### src/rtl/tiny_rv_exec_q_if.sv
// Handshake bundle for tiny_rv_exec_q: instruction byte stream in, store port out.
interface tiny_rv_exec_q_if #(
  parameter int XLEN = 8
);
  logic [7:0]      in_byte;
  logic            in_valid;
  logic            in_ready;
  logic [XLEN-1:0] out_data;
  logic [2:0]      out_sel;
  logic            out_valid;
  logic            out_ready;

  modport master (
    output in_byte, in_valid, out_ready,
    input  in_ready, out_data, out_sel, out_valid
  );

  modport slave (
    input  in_byte, in_valid, out_ready,
    output in_ready, out_data, out_sel, out_valid
  );
endinterface

### src/rtl/tiny_rv_exec_q.sv
// Queued 8-register teaching core: packs byte pairs into 16-bit instructions,
// buffers them and executes one per cycle from the queue head.
module tiny_rv_exec_q #(
  parameter int XLEN   = 8,
  parameter int QDEPTH = 4,
  parameter int PC_W   = 8
) (
  input  logic                      clk,
  input  logic                      rst,
  tiny_rv_exec_q_if.slave           bus,
  input  logic                      i_flush,
  output logic                      o_wb_valid,
  output logic [2:0]                o_wb_idx,
  output logic [XLEN-1:0]           o_wb_data,
  output logic                      o_br_taken,
  output logic [PC_W-1:0]           o_pc,
  output logic [$clog2(QDEPTH):0]   o_q_count,
  input  logic [2:0]                i_dbg_sel,
  output logic [XLEN-1:0]           o_dbg_data
);

  localparam int AW  = $clog2(QDEPTH);
  localparam int CW  = AW + 1;
  localparam int SHW = $clog2(XLEN);

  localparam logic [0:0] PH_LO = 1'b0;
  localparam logic [0:0] PH_HI = 1'b1;

  localparam logic [1:0] OP_R = 2'b00;
  localparam logic [1:0] OP_I = 2'b01;
  localparam logic [1:0] OP_S = 2'b10;
  localparam logic [1:0] OP_B = 2'b11;

  logic [0:0]      r_phase;
  logic [7:0]      r_lo;
  logic [15:0]     r_queue [QDEPTH];
  logic [AW-1:0]   r_head;
  logic [AW-1:0]   r_tail;
  logic [CW-1:0]   r_count;
  logic [XLEN-1:0] r_regs [8];
  logic            r_out_valid;
  logic [XLEN-1:0] r_out_data;
  logic [2:0]      r_out_sel;

  logic            w_in_ready;
  logic            w_accept;
  logic            w_push;
  logic            w_exec;
  logic            w_wr;
  logic            w_taken;
  logic [15:0]     w_instr;
  logic [1:0]      w_op;
  logic [2:0]      w_rd;
  logic [2:0]      w_rs1;
  logic [2:0]      w_rs2;
  logic [4:0]      w_imm5;
  logic [2:0]      w_f3;
  logic [XLEN-1:0] w_a;
  logic [XLEN-1:0] w_b;
  logic [XLEN-1:0] w_imm;
  logic [SHW-1:0]  w_shamt;
  logic [XLEN-1:0] w_result;
  logic [PC_W-1:0] w_br_target;

  // A pop in the same cycle never opens a slot: readiness comes from the registered count.
  assign w_in_ready = (r_count < CW'(QDEPTH));
  assign w_accept   = bus.in_valid && w_in_ready && !i_flush;
  assign w_push     = w_accept && (r_phase == PH_HI);
  assign w_exec     = (r_count != '0) && !i_flush && !(r_out_valid && !bus.out_ready);

  assign w_instr = r_queue[r_head];
  assign w_op    = w_instr[1:0];
  assign w_rd    = w_instr[4:2];
  assign w_rs1   = w_instr[7:5];
  assign w_rs2   = w_instr[10:8];
  assign w_imm5  = w_instr[12:8];
  assign w_f3    = w_instr[15:13];

  // R0 is never written, so direct indexing already reads it as zero.
  assign w_a     = r_regs[w_rs1];
  assign w_b     = r_regs[w_rs2];
  assign w_imm   = {{(XLEN-5){1'b0}}, w_imm5};
  assign w_shamt = w_b[SHW-1:0];

  always_comb begin
    w_result = '0;
    if (w_op == OP_R) begin
      case (w_f3)
        3'b000:  w_result = w_a + w_b;
        3'b001:  w_result = w_a - w_b;
        3'b010:  w_result = w_a & w_b;
        3'b011:  w_result = w_a | w_b;
        3'b100:  w_result = w_a ^ w_b;
        3'b101:  w_result = w_a << w_shamt;
        3'b110:  w_result = w_a >> w_shamt;
        default: w_result = {{(XLEN-1){1'b0}}, (w_a < w_b)};
      endcase
    end else begin
      case (w_f3)
        3'b000:  w_result = w_a + w_imm;
        3'b010:  w_result = {{(XLEN-1){1'b0}}, (w_a < w_imm)};
        3'b011:  w_result = w_a & w_imm;
        3'b100:  w_result = w_a | w_imm;
        3'b101:  w_result = w_a ^ w_imm;
        default: w_result = w_imm;
      endcase
    end
  end

  always_comb begin
    w_taken = 1'b0;
    case (w_f3[1:0])
      2'b00:   w_taken = (w_a == w_b);
      2'b01:   w_taken = (w_a != w_b);
      2'b10:   w_taken = (w_a < w_b);
      default: w_taken = (w_a >= w_b);
    endcase
  end

  assign w_wr        = w_exec && ((w_op == OP_R) || (w_op == OP_I)) && (w_rd != 3'd0);
  assign w_br_target = o_pc + {{(PC_W-5){w_imm5[4]}}, w_imm5};

  always_ff @(posedge clk or posedge rst) begin
    if (rst) begin
      r_phase <= PH_LO;
      r_lo    <= '0;
      r_head  <= '0;
      r_tail  <= '0;
      r_count <= '0;
    end else if (i_flush) begin
      r_phase <= PH_LO;
      r_head  <= '0;
      r_tail  <= '0;
      r_count <= '0;
    end else begin
      if (w_accept) begin
        if (r_phase == PH_LO) begin
          r_lo    <= bus.in_byte;
          r_phase <= PH_HI;
        end else begin
          r_phase <= PH_LO;
        end
      end
      if (w_push) r_tail <= r_tail + AW'(1);
      if (w_exec) r_head <= r_head + AW'(1);
      r_count <= r_count + CW'(w_push) - CW'(w_exec);
    end
  end

  always_ff @(posedge clk) begin
    if (w_push) r_queue[r_tail] <= {bus.in_byte, r_lo};
  end

  always_ff @(posedge clk or posedge rst) begin
    if (rst) begin
      for (int i = 0; i < 8; i++) r_regs[i] <= '0;
    end else if (w_wr) begin
      r_regs[w_rd] <= w_result;
    end
  end

  // Completing a store and issuing the next one can share an edge; the issue wins.
  always_ff @(posedge clk or posedge rst) begin
    if (rst) begin
      o_pc        <= '0;
      o_br_taken  <= 1'b0;
      o_wb_valid  <= 1'b0;
      o_wb_idx    <= '0;
      o_wb_data   <= '0;
      r_out_valid <= 1'b0;
      r_out_data  <= '0;
      r_out_sel   <= '0;
    end else begin
      o_wb_valid <= 1'b0;
      if (r_out_valid && bus.out_ready) r_out_valid <= 1'b0;
      if (w_exec) begin
        if (w_op == OP_B) begin
          o_pc       <= w_taken ? w_br_target : o_pc + PC_W'(1);
          o_br_taken <= w_taken;
        end else begin
          o_pc       <= o_pc + PC_W'(1);
          o_br_taken <= 1'b0;
        end
        if (w_op == OP_S) begin
          r_out_valid <= 1'b1;
          r_out_data  <= w_b;
          r_out_sel   <= w_rd;
        end
        if (w_wr) begin
          o_wb_valid <= 1'b1;
          o_wb_idx   <= w_rd;
          o_wb_data  <= w_result;
        end
      end
    end
  end

  assign bus.in_ready  = w_in_ready;
  assign bus.out_valid = r_out_valid;
  assign bus.out_data  = r_out_data;
  assign bus.out_sel   = r_out_sel;
  assign o_q_count     = r_count;
  assign o_dbg_data    = r_regs[i_dbg_sel];

endmodule
### src/flat_wrapper.sv
// flat-port wrapper written by rule: the top's interface ports become plain ports
module tiny_rv_exec_q_flat 
#(
  parameter int XLEN   = 8,
  parameter int QDEPTH = 4,
  parameter int PC_W   = 8
)
  (clk, rst, i_flush, o_wb_valid, o_wb_idx, o_wb_data, o_br_taken, o_pc, o_q_count, i_dbg_sel, o_dbg_data, bus_in_byte, bus_in_valid, bus_out_ready, bus_in_ready, bus_out_data, bus_out_sel, bus_out_valid);
  tiny_rv_exec_q_if #(.XLEN(XLEN)) bus_i ();
  input  logic clk;
  input  logic rst;
  input  logic i_flush;
  output logic o_wb_valid;
  output logic [2:0] o_wb_idx;
  output logic [XLEN-1:0] o_wb_data;
  output logic o_br_taken;
  output logic [PC_W-1:0] o_pc;
  output logic [$clog2(QDEPTH):0] o_q_count;
  input  logic [2:0] i_dbg_sel;
  output logic [XLEN-1:0] o_dbg_data;
  input wire logic [$bits(bus_i.in_byte)-1:0] bus_in_byte;
  input wire logic [$bits(bus_i.in_valid)-1:0] bus_in_valid;
  input wire logic [$bits(bus_i.out_ready)-1:0] bus_out_ready;
  output wire logic [$bits(bus_i.in_ready)-1:0] bus_in_ready;
  output wire logic [$bits(bus_i.out_data)-1:0] bus_out_data;
  output wire logic [$bits(bus_i.out_sel)-1:0] bus_out_sel;
  output wire logic [$bits(bus_i.out_valid)-1:0] bus_out_valid;
  assign bus_i.in_byte = bus_in_byte;
  assign bus_i.in_valid = bus_in_valid;
  assign bus_i.out_ready = bus_out_ready;
  assign bus_in_ready = bus_i.in_ready;
  assign bus_out_data = bus_i.out_data;
  assign bus_out_sel = bus_i.out_sel;
  assign bus_out_valid = bus_i.out_valid;
  tiny_rv_exec_q #(.XLEN(XLEN), .QDEPTH(QDEPTH), .PC_W(PC_W)) u_core (.clk(clk), .rst(rst), .bus(bus_i), .i_flush(i_flush), .o_wb_valid(o_wb_valid), .o_wb_idx(o_wb_idx), .o_wb_data(o_wb_data), .o_br_taken(o_br_taken), .o_pc(o_pc), .o_q_count(o_q_count), .i_dbg_sel(i_dbg_sel), .o_dbg_data(o_dbg_data));
endmodule
### config.mk
export PLATFORM = sky130hd
export DESIGN_NAME = tiny_rv_exec_q_flat
export DESIGN_NICKNAME = d
export VERILOG_FILES = /design/src/rtl/tiny_rv_exec_q_if.sv /design/src/rtl/tiny_rv_exec_q.sv /design/src/flat_wrapper.sv
export SDC_FILE = /design/constraint.sdc
export NUM_CORES = 1
export LEC_CHECK = 0
export BUFFER_PORTS_ARGS = -buffer_cell sky130_fd_sc_hd__buf_2
export CELL_PAD_IN_SITES_DETAIL_PLACEMENT = 1
export CELL_PAD_IN_SITES_GLOBAL_PLACEMENT = 2
export CORE_ASPECT_RATIO = 1.5
export CORE_UTILIZATION = 38
export CTS_CLUSTER_DIAMETER = 60
export DETAILED_ROUTE_END_ITERATION = 8
export PLACE_DENSITY_LB_ADDON = 0.3
export SETUP_SLACK_MARGIN = 0.05
export SLEW_MARGIN = 10
export SYNTH_ARGS = -nofsm -noshare
export SYNTH_HDL_FRONTEND = slang
export SYNTH_SLANG_ARGS = --single-unit
### constraint.sdc
create_clock -name clk -period 4.1 [get_ports clk]
set_clock_uncertainty 0.05 [all_clocks]
set_input_delay 0.41 -clock clk [delete_from_list [all_inputs] [get_ports clk]]
set_output_delay 0.41 -clock clk [all_outputs]
set_load 0.03 [all_outputs]
* Word level (Yosys, flattened, before mapping)
Memory sizes are Yosys's and may differ from the RTL's.
Cells that the tools add are included.
** Storage, ports and cells
- Register bits :: 113
- Latch bits :: 0
- Memory bits (writable) :: 64
- Bits in read-only memories :: 0
- Input bits :: 16
- Output and inout port bits :: 45
- Word-level logic and storage cells :: 126
- Memories :: 1
** Memories
- u_core.r_queue :: words 4, bits a word 16, rd ports 1, clocked after Yosys merged registers in 0, wr ports 1, line tiny_rv_exec_q.sv:36 : logic [15:0] r_queue [QDEPTH];
** Cells by class
- Add/sub/neg operators :: 9
- $mul :: 0
- Div/mod/pow operators :: 0
- Order comparisons :: 9
- Equality and inequality tests :: 13
- Shifts and indexed selects :: 2
- Muxes and demuxes :: 34
- Bitwise operators :: 12
- Reductions and logical operators :: 25
** Operators with widths (number)
- 8-bit two-way mux :: 10
- 8-bit binary-select mux with 3-bit select :: 3
- 64-bit bitwise mux :: 1
- 8-bit case mux with 7 select lines :: 1
- 8-bit case mux with 5 select lines :: 1
- 8-bit demux with 3-bit select :: 1
- 8-bit adder :: 2
- 4-bit >= comparator, second input constant :: 4
- 3-bit NOT with 4-bit output :: 4
- 1-bit two-way mux :: 11
- 1-bit logical AND :: 10
- 3-bit equality test, second input constant :: 3
- 8-bit by 1-bit adder with 8-bit output, second input constant :: 1
- 8-bit by 5-bit adder with 8-bit output :: 1
- 8-bit by 5-bit AND with 8-bit output :: 1
- 8-bit AND :: 1
- 8-bit equality test :: 1
- 8-bit >= comparator :: 1
- 8-bit by 5-bit less-than comparator with 1-bit output :: 1
- 8-bit less-than comparator :: 1
- 2-bit two-way mux :: 4
- 8-bit != test :: 1
- 8-bit by 5-bit bitwise OR with 8-bit output :: 1
- 8-bit bitwise OR :: 1
- 25 further kinds :: 38

* Longest topological paths before layout
Gate-level depths: netlist (run 1).
An unclocked memory read counts as a cell.
- Depth after elaboration :: 9
- Gate-level depth with buffers :: 23
- Depth with buffers taken out :: 17

* Worst setup path before layout (run 1)
Ideal clock, no wire load.
- Path kind :: register to register
- Start :: reg u_core.r_head[0]
- End :: reg u_core.o_pc[4]
- Library setup time :: 0.136 ns
- Arrival :: 4.333 ns
- Slack :: -0.420 ns
- Cell stages (with the launch flop) :: 24
- Path buffers :: 6
- Clock period less this slack :: 4.520 ns
- Path through :: dfrtp_1 > buf_6 > buf_6 > mux4_2 > and2_1 > a22oi_1 > nand2_2 > buf_6 > buf_6 > inv_1 > ha_1 > inv_1 > fa_1 > a21o_1 > a21oi_1 > o31a_1 > o21bai_1 > a211o_1 > o211ai_1 > buf_2 > clkbuf_1 > a21oi_1 > nor2_1 > a21oi_1
** Between the ends
- Longest elaborated chain between the ends :: 9
** Ends and longest elaborated chain
- start, declared :: line tiny_rv_exec_q.sv:37 : logic [AW-1:0] r_head;
- start signal, assigned :: line tiny_rv_exec_q.sv:145 : if (w_exec) r_head <= r_head + AW'(1);
- memory 4 x 16 bit *
- 3-bit NOT with 4-bit output (implied by the code) * :: line tiny_rv_exec_q.sv:81 : assign w_b = r_regs[w_rs2];
- 8-bit binary-select mux with 3-bit select * :: line tiny_rv_exec_q.sv:81
- 8-bit two-way mux (implied by the code) * (2 in series) :: line tiny_rv_exec_q.sv:81
- net u_core.w_b[0] :: line tiny_rv_exec_q.sv:59 : logic [XLEN-1:0] w_b;
- 8-bit >= comparator, or another cell as far along :: line tiny_rv_exec_q.sv:116 : default: w_taken = (w_a >= w_b);
- 1-bit case mux with 3 select lines * :: line tiny_rv_exec_q.sv:112 : case (w_f3[1:0])
- 8-bit two-way mux * :: line tiny_rv_exec_q.sv:178 : o_pc <= w_taken ? w_br_target : o_pc + PC_W'(1);
- 8-bit two-way mux * :: line tiny_rv_exec_q.sv:177 : if (w_op == OP_B) begin
- end signal, assigned :: line tiny_rv_exec_q.sv:178
- end signal, assigned :: line tiny_rv_exec_q.sv:181 : o_pc <= o_pc + PC_W'(1);
- end, declared :: line tiny_rv_exec_q.sv:16 : output logic [PC_W-1:0] o_pc,
Mark *: on every way through the listed nets, which the timed path passes. The rest lies on a longest branch. The select of a mux whose other input is x is not followed.
A chain may end at the register's enable or synchronous reset.

* Worst setup path in the final report (run 1)
- Start :: reg u_core.r_head[0]
- End :: reg u_core.o_pc[1]
** Between the ends
- Longest elaborated chain between the ends :: 9
** Ends and longest elaborated chain (line)
- memory 4 x 16 bit *
- 3-bit NOT with 4-bit output (on tied branches) :: tiny_rv_exec_q.sv:80, tiny_rv_exec_q.sv:81
- 8-bit binary-select mux with 3-bit select (on tied branches) :: tiny_rv_exec_q.sv:80, tiny_rv_exec_q.sv:81
- 8-bit two-way mux (on tied branches) (2 in series) :: tiny_rv_exec_q.sv:80, tiny_rv_exec_q.sv:81
- 8-bit >= comparator, or another cell as far along :: tiny_rv_exec_q.sv:116
- 1-bit case mux with 3 select lines :: tiny_rv_exec_q.sv:112
- 8-bit two-way mux :: tiny_rv_exec_q.sv:178
- 8-bit two-way mux * :: tiny_rv_exec_q.sv:177
Every way passes the cells marked *; elsewhere a longest branch is shown, timed or not. The select of a mux whose other input is x is not followed.

==> impl_metrics.toml, run 1 <==
[status]
outcome = "complete, but fails checks"
violations = "hold timing, setup timing"

[finish]
fillers = 2992
nNetsFinal = 1245
drive_gt1_share_pct = 42.93
fin_util_pct = 50.51
area_delta_synth_final_pct = 31.13
layout_commonest_cell = "buf_4"
final_cell_mix = "buf_4, dfrtp_1, nand2_1"
diodes = 0
instances_no_fill = 1571

[timing]
fin_crit_sh_pct = 106.4
fin_ws_ps = -262.4
slew_violations = 0
clock.fmax_mhz = 229.2
finalSetupViolations = 46
hold_ws_ps = -23.07
period_minus_slack_ps = 4362
slew_headroom_pct = 30.08
tightest_slew_ps = 1043
hold_viol = 5
rsz0062_at_grt = "yes"

[clock_network]
cts_sinks = 177
clk_pin_slew_ps = 80
clkLatencyLatePin_ps = 460
cts_tree = "built"
htreeDepth = 4
cts-root-buf = "clkbuf_16"
cts_made_buffers = 17
clockBufferDepth = 2

[global_route]
grt_use_total_pct = 26.59
grt_pass1_wl_um = 58010
grt_max_degree = 66
grt_pass1_vias = 9570
antenna_found_initial = 0
overflow = 0

[drt]
drt_iter0_drc = 387
wl_per_cell_um = 24.37
ant_nets = 0
drt-pass1-iter-count = 4
drt-vias-per-instance = 5.701
drc = 0
wl_um = 38280
route.vias.total = 8957

[synthesis]
synth_flop_cell = "dfrtp_1"
netlist_top_cells_area = "dfrtp_1, edfxtp_1, mux4_2"
yosysUniqueCellTypes = 69
postSynthAreaPerCell_um2 = 11.24
postSynthCellCount = 981
synth_top_area_share_pct = 25.65
ys_seq_elements = 177
yosysTopAreaCell = "dfrtp_1"
yosysWarnings = 0
synth.cell_area_um2 = 11030
async_flop_share_pct = 63.84
synth_seq_area_share_pct = 43.08
syn-num-nets = 1058
synth-edff-count = 64

[worst_setup_path]
end_kind = "register"
criticalPathCategory = "reg2reg"
cp_max_fo = 7
cp_data_required_time_ps = 4370
startpoint_type = "register"
critPathArrivalTime_ps = 4630

[hold_path]
hold_class = "in2async"

[floorplan]
dieArea_um2 = 29710
die_w_um = 141.1
num_rows = 76
start_util_pct = 38.52
core_um2 = 28620
die_y_um = 210.6
io_pins = 61

[flow_run]
cap_viol_max_count = 0

[placement]
hpwl_um = 27050
dp.cells = 1494
port_buffers = 60
place_congestion = 0.9947
==> logic make-up after synthesis <==
| kind of cell | Yosys count | share of synthesized area [%] |
|---|---|---|
| flops | 177 | 43.08 |
| xor+xnor | 20 | 1.589 |
| mux | 172 | 20.93 |
| compound gates | 214 | 12.96 |
| buf+inv | 109 | 4.596 |
| fa+ha+maj | 61 | 7.263 |
| simple gates | 228 | 9.589 |
==> state kept, by name (all words and copies together) (netlist names), 3 cells and up <==
signal / flops
u_core.r_queue: 64
u_core.o_pc: 8
u_core.r_regs: 64
u_core.o_wb_idx: 3
u_core.r_lo: 8
u_core.o_q_count: 3
u_core.bus.out_data: 8
u_core.o_wb_data: 8
u_core.bus.out_sel: 3
==> path summary, 6_finish.rpt <==
kind | startpoint | to | slack (ps) | depth (start not counted)
min | rst | u_core.bus.out_data[6]$_DFFE_PP0P_ | -20 | 2
min in group clk | bus_in_byte[1] | u_core.r_queue[0][9]$_DFFE_PP_ | 120 | 1
max | u_core.r_head[0]$_DFFE_PP0P_ | u_core.o_pc[1]$_DFFE_PP0P_ | -260 | 22
max in group asynchronous | rst | u_core.r_regs[52]$_DFFE_PP0P_ | 3180 | 3
max reg2reg | u_core.r_head[0]$_DFFE_PP0P_ | u_core.o_pc[1]$_DFFE_PP0P_ | -260 | 22
min reg2reg | u_core.r_regs[62]$_DFFE_PP0P_ | u_core.r_regs[62]$_DFFE_PP0P_ | 390 | 0
==> critical path: stages (launching register included) <==
cell and delay [ps]:
dfrtp_2 430, buf_6 140, buf_4 100, mux4_2 570
nor2b_4 150, buf_6 140, a22oi_2 80, nand2_2 110
buf_6 120, ha_4 120, inv_2 40, fa_2 380
a21o_1 200, a21oi_2 180, o31a_1 210, o21bai_2 90
a211o_1 300, o211ai_1 110, buf_4 180, buf_12 140
buf_12 120, mux2i_1 180, o21ai_1 80
==> final cells by class <==
type	instances	area, µm²	area share, %
tap	390	488.0	3.375
clock inverter	15	172.7	1.194
timing repair buffer	228	1901	13.15
clock buffer	17	425.4	2.942
multi-input combinational	695	6520	45.10
sequential	177	4752	32.87
inverter	49	198.9	1.376
==> per-layer routing <==
metal	track usage [%]	vias up	wire, µm	part of all wire [%]
met5	0	-	0	0
met4	12.52	0	1682	4.4
met2	48.75	200	20680	54
li1	-	4013	-	-
met1	30.56	4665	14820	39
met3	3.151	79	1107	2.9
==> timing repair <==
action,CTS,global route
pin swaps,43,65
hold buffers,0,0
resized for setup,120,79
endpoints found under the setup margin,73,73
setup buffers,28,17
cloned,4,0
==> synth_stat cells, types with 7 or more instances <==
cell,count
clkbuf_1,29
nand3_1,13
xnor2_1,15
mux2_2,58
and2_1,7
nand2b_1,9
buf_2,13
ha_1,56
nor2b_1,11
a22oi_1,24
mux2i_1,73
mux4_2,41
o21ai_0,37
a21oi_1,53
buf_6,9
nand2_1,79
edfxtp_1,64
a31oi_1,14
dfrtp_1,113
o211ai_1,15
nor3_1,10
o21bai_1,8
a41oi_1,9
nor2_1,72
inv_1,43
==> per-stage QoR <==
step                hold WS (ps)  setup slack, ps  setup TNS, ps  instance area [µm²]
finish                    -23.07           -262.4          -7737                14460
global route               28.69           -416.0         -17820                14460
CTS                        2.202           -184.0          -4813                14050
detailed placement         357.9           -454.7         -21180                12610
global placement           353.6           -374.0         -16050                12610
floorplan                  411.8            6.942              0                11100
Power of run 1 is not shown: default switching activity piles up to over one toggle a cycle in this logic, so the estimate is an artifact.
==> run 2, diff against run 1 <==
--- a/config.mk
+++ b/config.mk
@@ -5,11 +5,12 @@
 export SDC_FILE = /design/constraint.sdc
 export NUM_CORES = 1
 export LEC_CHECK = 0
+export ABC_AREA = 1
 export BUFFER_PORTS_ARGS = -buffer_cell sky130_fd_sc_hd__buf_2
 export CELL_PAD_IN_SITES_DETAIL_PLACEMENT = 1
 export CELL_PAD_IN_SITES_GLOBAL_PLACEMENT = 2
 export CORE_ASPECT_RATIO = 1.5
-export CORE_UTILIZATION = 38
+export CORE_UTILIZATION = 34
 export CTS_CLUSTER_DIAMETER = 60
 export DETAILED_ROUTE_END_ITERATION = 8
 export PLACE_DENSITY_LB_ADDON = 0.3
==> run 2 against run 1 <==
  * The run now ends clean
  * Clock-buffer cell count did not move
  * Via count is 25% higher
  * Setup slack better by 460 ps
  * Final area is 1.7% lower
  * Global-route usage is 1.4 points lower
==> impl_metrics.toml, run 2 <==
[status]
outcome = "completed"

[finish]
layout_commonest_cell = "nand2_1"
drive_gt1_share_pct = 22.34
stdcell_area_um2 = 14210
nNetsFinal = 1748
fillers = 4136
final_cell_mix = "nand2_1, nand3_1, inv_1"
area_delta_synth_final_pct = 20.42
reg_top3 = "u_core.r_queue (64), u_core.r_regs (64)"

[clock_network]
clkLatencyLatePin_ps = 450
cts_made_buffers = 17
cts_sinks = 177
htreeDepth = 4
cts-root-buf = "clkbuf_16"
clk_pin_slew_ps = 70
clockBufferDepth = 2
cts_tree = "built"

[timing]
clock.fmax_mhz = 256.3
slew_violations = 0
finalSetupViolations = 0
rsz0062_at_grt = "yes"
slew_headroom_pct = 47.67
hold_viol = 0
fin_crit_sh_pct = 95.17
period_minus_slack_ps = 3902
tightest_slew_ps = 782.8

[worst_setup_path]
r2r_end = "u_core.r_regs[36]$_DFFE_PP0P_"
rr_worst_depth = 26
critPathArrivalTime_ps = 4170
cp_slowest_stage_delay_ps = 470
endpoint = "u_core.r_regs[36]$_DFFE_PP0P_"
critical_path.startpoint = "u_core.r_head[0]$_DFFE_PP0P_"
cp_data_required_time_ps = 4370
slowest_stage = "dfrtp_2"
end_kind = "register"
startpoint_type = "register"
timing.rr.start = "u_core.r_head[0]$_DFFE_PP0P_"
crit_top_cell = "nand2_1"
criticalPathCategory = "reg2reg"
r2r_slack_ps = 200
cp_max_fo = 10

[synthesis]
postSynthAreaPerCell_um2 = 7.758
synth_flop_cell = "dfrtp_1"
synth_seq_area_share_pct = 40.25
postSynthCellCount = 1521
synth_top_area_share_pct = 23.96
synth_commonest_cells = "nand2_1, nand3_1, inv_1"
syn-num-nets = 1598
async_flop_share_pct = 63.84
synth.cell_area_um2 = 11800
synth_top_family_by_area = "simple AND/OR/NAND/NOR gates"
yosysMostFrequentCell = "nand2_1"
synth_simple_gate_area_share_pct = 30.78
synth-xor-area-share_pct = 0.9649
synth_compound_gate_area_share_pct = 12.45
synth_fa_ha_area_share_pct = 6.786
ys_seq_elements = 177
yosysTopAreaCell = "dfrtp_1"
synthMuxAreaShare_pct = 0.7634
synth-edff-count = 64
yosysWarnings = 0
yosysUniqueCellTypes = 54
netlist_top_cells_area = "dfrtp_1, edfxtp_1, nand2_1"

[global_route]
grt_use_total_pct = 25.22
overflow = 0
grt_max_degree = 42
antenna_found_initial = 0
grt_pass1_vias = 11574
grt_pass1_wl_um = 67140

[floorplan]
num_rows = 83
core_um2 = 34170
dieArea_um2 = 35470
start_util_pct = 34.54
die_w_um = 154.1
die_y_um = 230.2
io_pins = 61

[drt]
wl_um = 44500
drc = 0
route.vias.total = 11187
ant_nets = 0
drt-vias-per-instance = 5.304
drt_iter0_drc = 524
drt-pass1-iter-count = 4
wl_per_cell_um = 21.10

[placement]
hpwl_um = 33820
dpl_cell_area_um2 = 13040
port_buffers = 60
place_congestion = 0.8842

[flow_run]
cap_viol_max_count = 0

[hold_path]
hold_class = "in2reg"
[run 2: changes by cell type in the layout (fill, tap and decap cells not counted), moves of 16 or more]
cell     previous run  this run
nand2_1            72       483
mux2_4             17         0
inv_2              11        27
a21oi_2            19         3
nand3_1            11       140
inv_1              33       115
mux4_2             41         0
mux2i_1            61         0
a21oi_1            33        61
buf_6              31        10
o21ai_1             9        28
mux2_2             41         8
o21ai_0            23        95
nand2_2             7        35
[run 2: worst max-delay path: cells and delay by family, from the launching register on]
kind / cells / cell delay [ps]
AO/OA/AOI/OAI: 2 / 240
XOR/XNOR: 1 / 150
adder cells (fa/ha/maj): 2 / 500
flip-flops: 1 / 470
buffers and inverters: 6 / 800
AND/OR/NAND/NOR: 15 / 1570
[run 2: how the worst min path moves through the flow]
stage                                       start                               to  slack (ps)  depth (start not counted)
finish                              bus_out_ready   u_core.bus.out_valid$_DFF_PP0_         130                          2
global route                       bus_in_byte[4]  u_core.r_queue[1][12]$_DFFE_PP_         140                          1
CTS                                 bus_out_ready   u_core.bus.out_valid$_DFF_PP0_         110                          2
detailed placement  u_core.r_regs[59]$_DFFE_PP0P_    u_core.r_regs[59]$_DFFE_PP0P_         350                          0
global placement    u_core.r_regs[58]$_DFFE_PP0P_    u_core.r_regs[58]$_DFFE_PP0P_         350                          0
floorplan           u_core.r_regs[61]$_DFFE_PP0P_    u_core.r_regs[61]$_DFFE_PP0P_         400                          1
[run 2: cell type report]
class / count / area, µm² / share of cell area, %
diodes: 1 / 2.502 / 0.01761
clock buffers: 17 / 425.4 / 2.994
clock inverters: 14 / 175.2 / 1.233
inverters: 149 / 576.8 / 4.059
multi-input cells: 1136 / 6359 / 44.75
flip-flops and latches: 177 / 4751 / 33.43
well taps: 425 / 531.8 / 3.742
repair buffers: 190 / 1389 / 9.774
[run 2: repair_timing]
action | in CTS | in global routing
pin swaps | 0 | 19
buffers inserted | 0 | 25
gates resized for setup | 11 | 72
setup endpoints to repair | 28 | 54
hold buffers | 1 | 0
cloned | 1 | 5
endpoints found under the hold margin | 10 | 0
[run 2: routing by layer]
layer	track usage (%)	vias to the layer above	wire (µm)
li1	-	5320	-
met1	28.47	5592	17900
met2	47.03	186	23630
met3	2.488	89	988
met4	12.09	0	1984
met5	0	-	0
[run 2: cell families after synthesis]
| logic type | count (synthesis) |
|---|---|
| simple gates | 798 |
| xor+xnor | 13 |
| flops | 177 |
| buf+inv | 211 |
| mux | 8 |
| compound gates | 253 |
| fa+ha+maj | 61 |
[run 2: stage by stage]
stage | hold slack [ps] | setup TNS [ps] | setup WS [ps] | std cells | util, %
final | 125.6 | 0 | 198.1 | 2109 | 41.59
after global routing | 140.6 | 0 | 7.051 | 2108 | 41.58
after CTS | 108.1 | 0 | 60.07 | 2078 | 40.09
after detailed placement | 349.0 | -504.2 | -84.36 | 2045 | 38.16
after global placement | 351.5 | 0 | 129.6 | 2045 | 38.16
after floorplan | 395.1 | 0 | 512.8 | 1521 | -
Power of run 2 is left out for the same reason.
==> run 3, diff against run 2 <==
--- a/config.mk
+++ b/config.mk
@@ -13,7 +13,7 @@
 export CORE_UTILIZATION = 34
 export CTS_CLUSTER_DIAMETER = 60
 export DETAILED_ROUTE_END_ITERATION = 8
-export PLACE_DENSITY_LB_ADDON = 0.3
+export PLACE_DENSITY = 0.81
 export SETUP_SLACK_MARGIN = 0.05
 export SLEW_MARGIN = 10
 export SYNTH_ARGS = -nofsm -noshare
==> run 3 against run 2 <==
  * Flip-flop and latch count did not move
  * Wire length fell by 3.2%
  * First-iteration DRC count rose by 8.4%
  * Setup slack improved by 38 ps
  * Final area fell by 1.8%
==> impl_metrics.toml, run 3 (same netlist as run 2, synthesis figures left out) <==
[finish]
nNetsFinal = 1724
layout_commonest_cell = "nand2_1"
stdcell_area_um2 = 13960
reg_top3 = "u_core.r_queue (64), u_core.r_regs (64)"
area_delta_synth_final_pct = 18.28
drive_gt1_share_pct = 20.66
fillers = 4174
final_cell_mix = "nand2_1, nand3_1, inv_1"
diodes = 0

[timing]
hold_viol = 0
tightest_slew_ps = 859.4
slew_headroom_pct = 42.55
setup_tns_ps = 0
period_minus_slack_ps = 3864
fin_crit_sh_pct = 94.24
clock.fmax_mhz = 258.8
rsz0062_at_grt = "no"
slew_violations = 0
finalSetupViolations = 0

[drt]
drt_iter0_drc = 568
drc = 0
wl_per_cell_um = 20.66
highest_layer = "met4"
drt-pass1-iter-count = 5
met2_length_um = 22380
wl_met3_um = 1042
wl_met1_um = 17750
wl_um = 43080
route.vias.total = 10996
ant_nets = 0
drt-vias-per-instance = 5.274

[placement]
place_congestion = 0.9170
port_buffers = 60
dpl_cell_area_um2 = 13130
hpwl_um = 33280

[worst_setup_path]
end_kind = "register"
crit_top_cell = "nand2_1"
path_delay_family = "simple AND/OR/NAND/NOR gates"
slowest_stage = "dfrtp_1"
cp_data_required_time_ps = 4390
critPathArrivalTime_ps = 4150
cp_max_fo = 10
crit_buf_inv = 6
cp_slowest_stage_delay_ps = 460
startpoint_type = "register"
criticalPathCategory = "reg2reg"

[floorplan]
io_pins = 61
num_rows = 83
die_w_um = 154.1
die_y_um = 230.2
dieArea_um2 = 35470
core_um2 = 34170
start_util_pct = 34.54

[clock_network]
cts_hold_buf = 0
clk_pin_slew_ps = 80
cts-root-buf = "clkbuf_16"
cts_made_buffers = 17
cts_tree = "built"
htreeDepth = 4
cts_sinks = 177
clkLatencyLatePin_ps = 460
clockBufferDepth = 2

[global_route]
overflow = 0
grt_use_total_pct = 25.11
grt_pass1_wl_um = 66820
antenna_found_initial = 0
grt_max_degree = 62
grt_pass1_vias = 11482

[status]
outcome = "completed"

[hold_path]
hold_class = "in2async"

[flow_run]
cap_viol_max_count = 0
## run 3: cell types whose count changed in the layout (fill, tap and decap cells not counted), sizes merged
cell / before / now
buf: 186 / 168
bufinv: 3 / 1
clkbuf: 20 / 17
clkinv: 5 / 7
clkinvlp: 2 / 1
diode: 1 / 0
dlygate4sd3: 1 / 0
inv: 153 / 155
nand2: 539 / 537
## run 3: timing repair
item                                    CTS  global route
gates cloned                              0             1
pin swaps                                 0            14
gates resized for setup                   3            44
endpoints found under the setup margin   19            57
buffers inserted                          0             6
## run 3: through the flow
stage	instances	setup WS (ps)	util, %	hold slack, ps
after floorplan	1521	512.8	-	395.1
after global placement	2046	43.37	38.44	332.7
after detailed placement	2046	-14.93	38.44	338.1
after CTS	2078	51.23	40.29	64.61
after global routing	2085	26.27	40.85	73.81
final	2085	236.4	40.85	16.68
## run 3: final cells by class
| cell class | count | area (µm²) | share of cell area [%] |
|---|---|---|---|
| Clock buffer | 17 | 425.4 | 3.048 |
| Clock inverter | 15 | 203.9 | 1.461 |
| Inverter | 149 | 581.8 | 4.169 |
| Multi-Input combinational cell | 1134 | 6212 | 44.51 |
| Sequential cell | 177 | 4751 | 34.04 |
| Tap cell | 425 | 531.8 | 3.810 |
| Timing Repair Buffer | 168 | 1251 | 8.965 |
## run 3: routing by layer
metal / up-vias / track usage, %
met4: 0 / 12.44
li1: 5268 / -
met5: - / 0
met3: 83 / 2.921
met2: 230 / 45.40
met1: 5415 / 29.09
## run 3: path summary, 6_finish.rpt
| kind | to | slack (ps) | startpoint | cells past startpoint |
|---|---|---|---|---|
| setup / recovery | u_core.r_regs[12]$_DFFE_PP0P_ | 240 | u_core.r_head[1]$_DFFE_PP0P_ | 26 |
| hold / removal | u_core.o_wb_data[7]$_DFFE_PP0P_ | 20 | rst | 2 |
| setup reg to reg | u_core.r_regs[12]$_DFFE_PP0P_ | 240 | u_core.r_head[1]$_DFFE_PP0P_ | 26 |
| hold reg to reg | u_core.r_regs[62]$_DFFE_PP0P_ | 360 | u_core.r_regs[62]$_DFFE_PP0P_ | 0 |
| max in group asynchronous | u_core.r_regs[48]$_DFFE_PP0P_ | 3150 | rst | 3 |
| min in group clk | u_core.bus.out_valid$_DFF_PP0_ | 90 | bus_out_ready | 2 |
Power of run 3 is left out for the same reason.
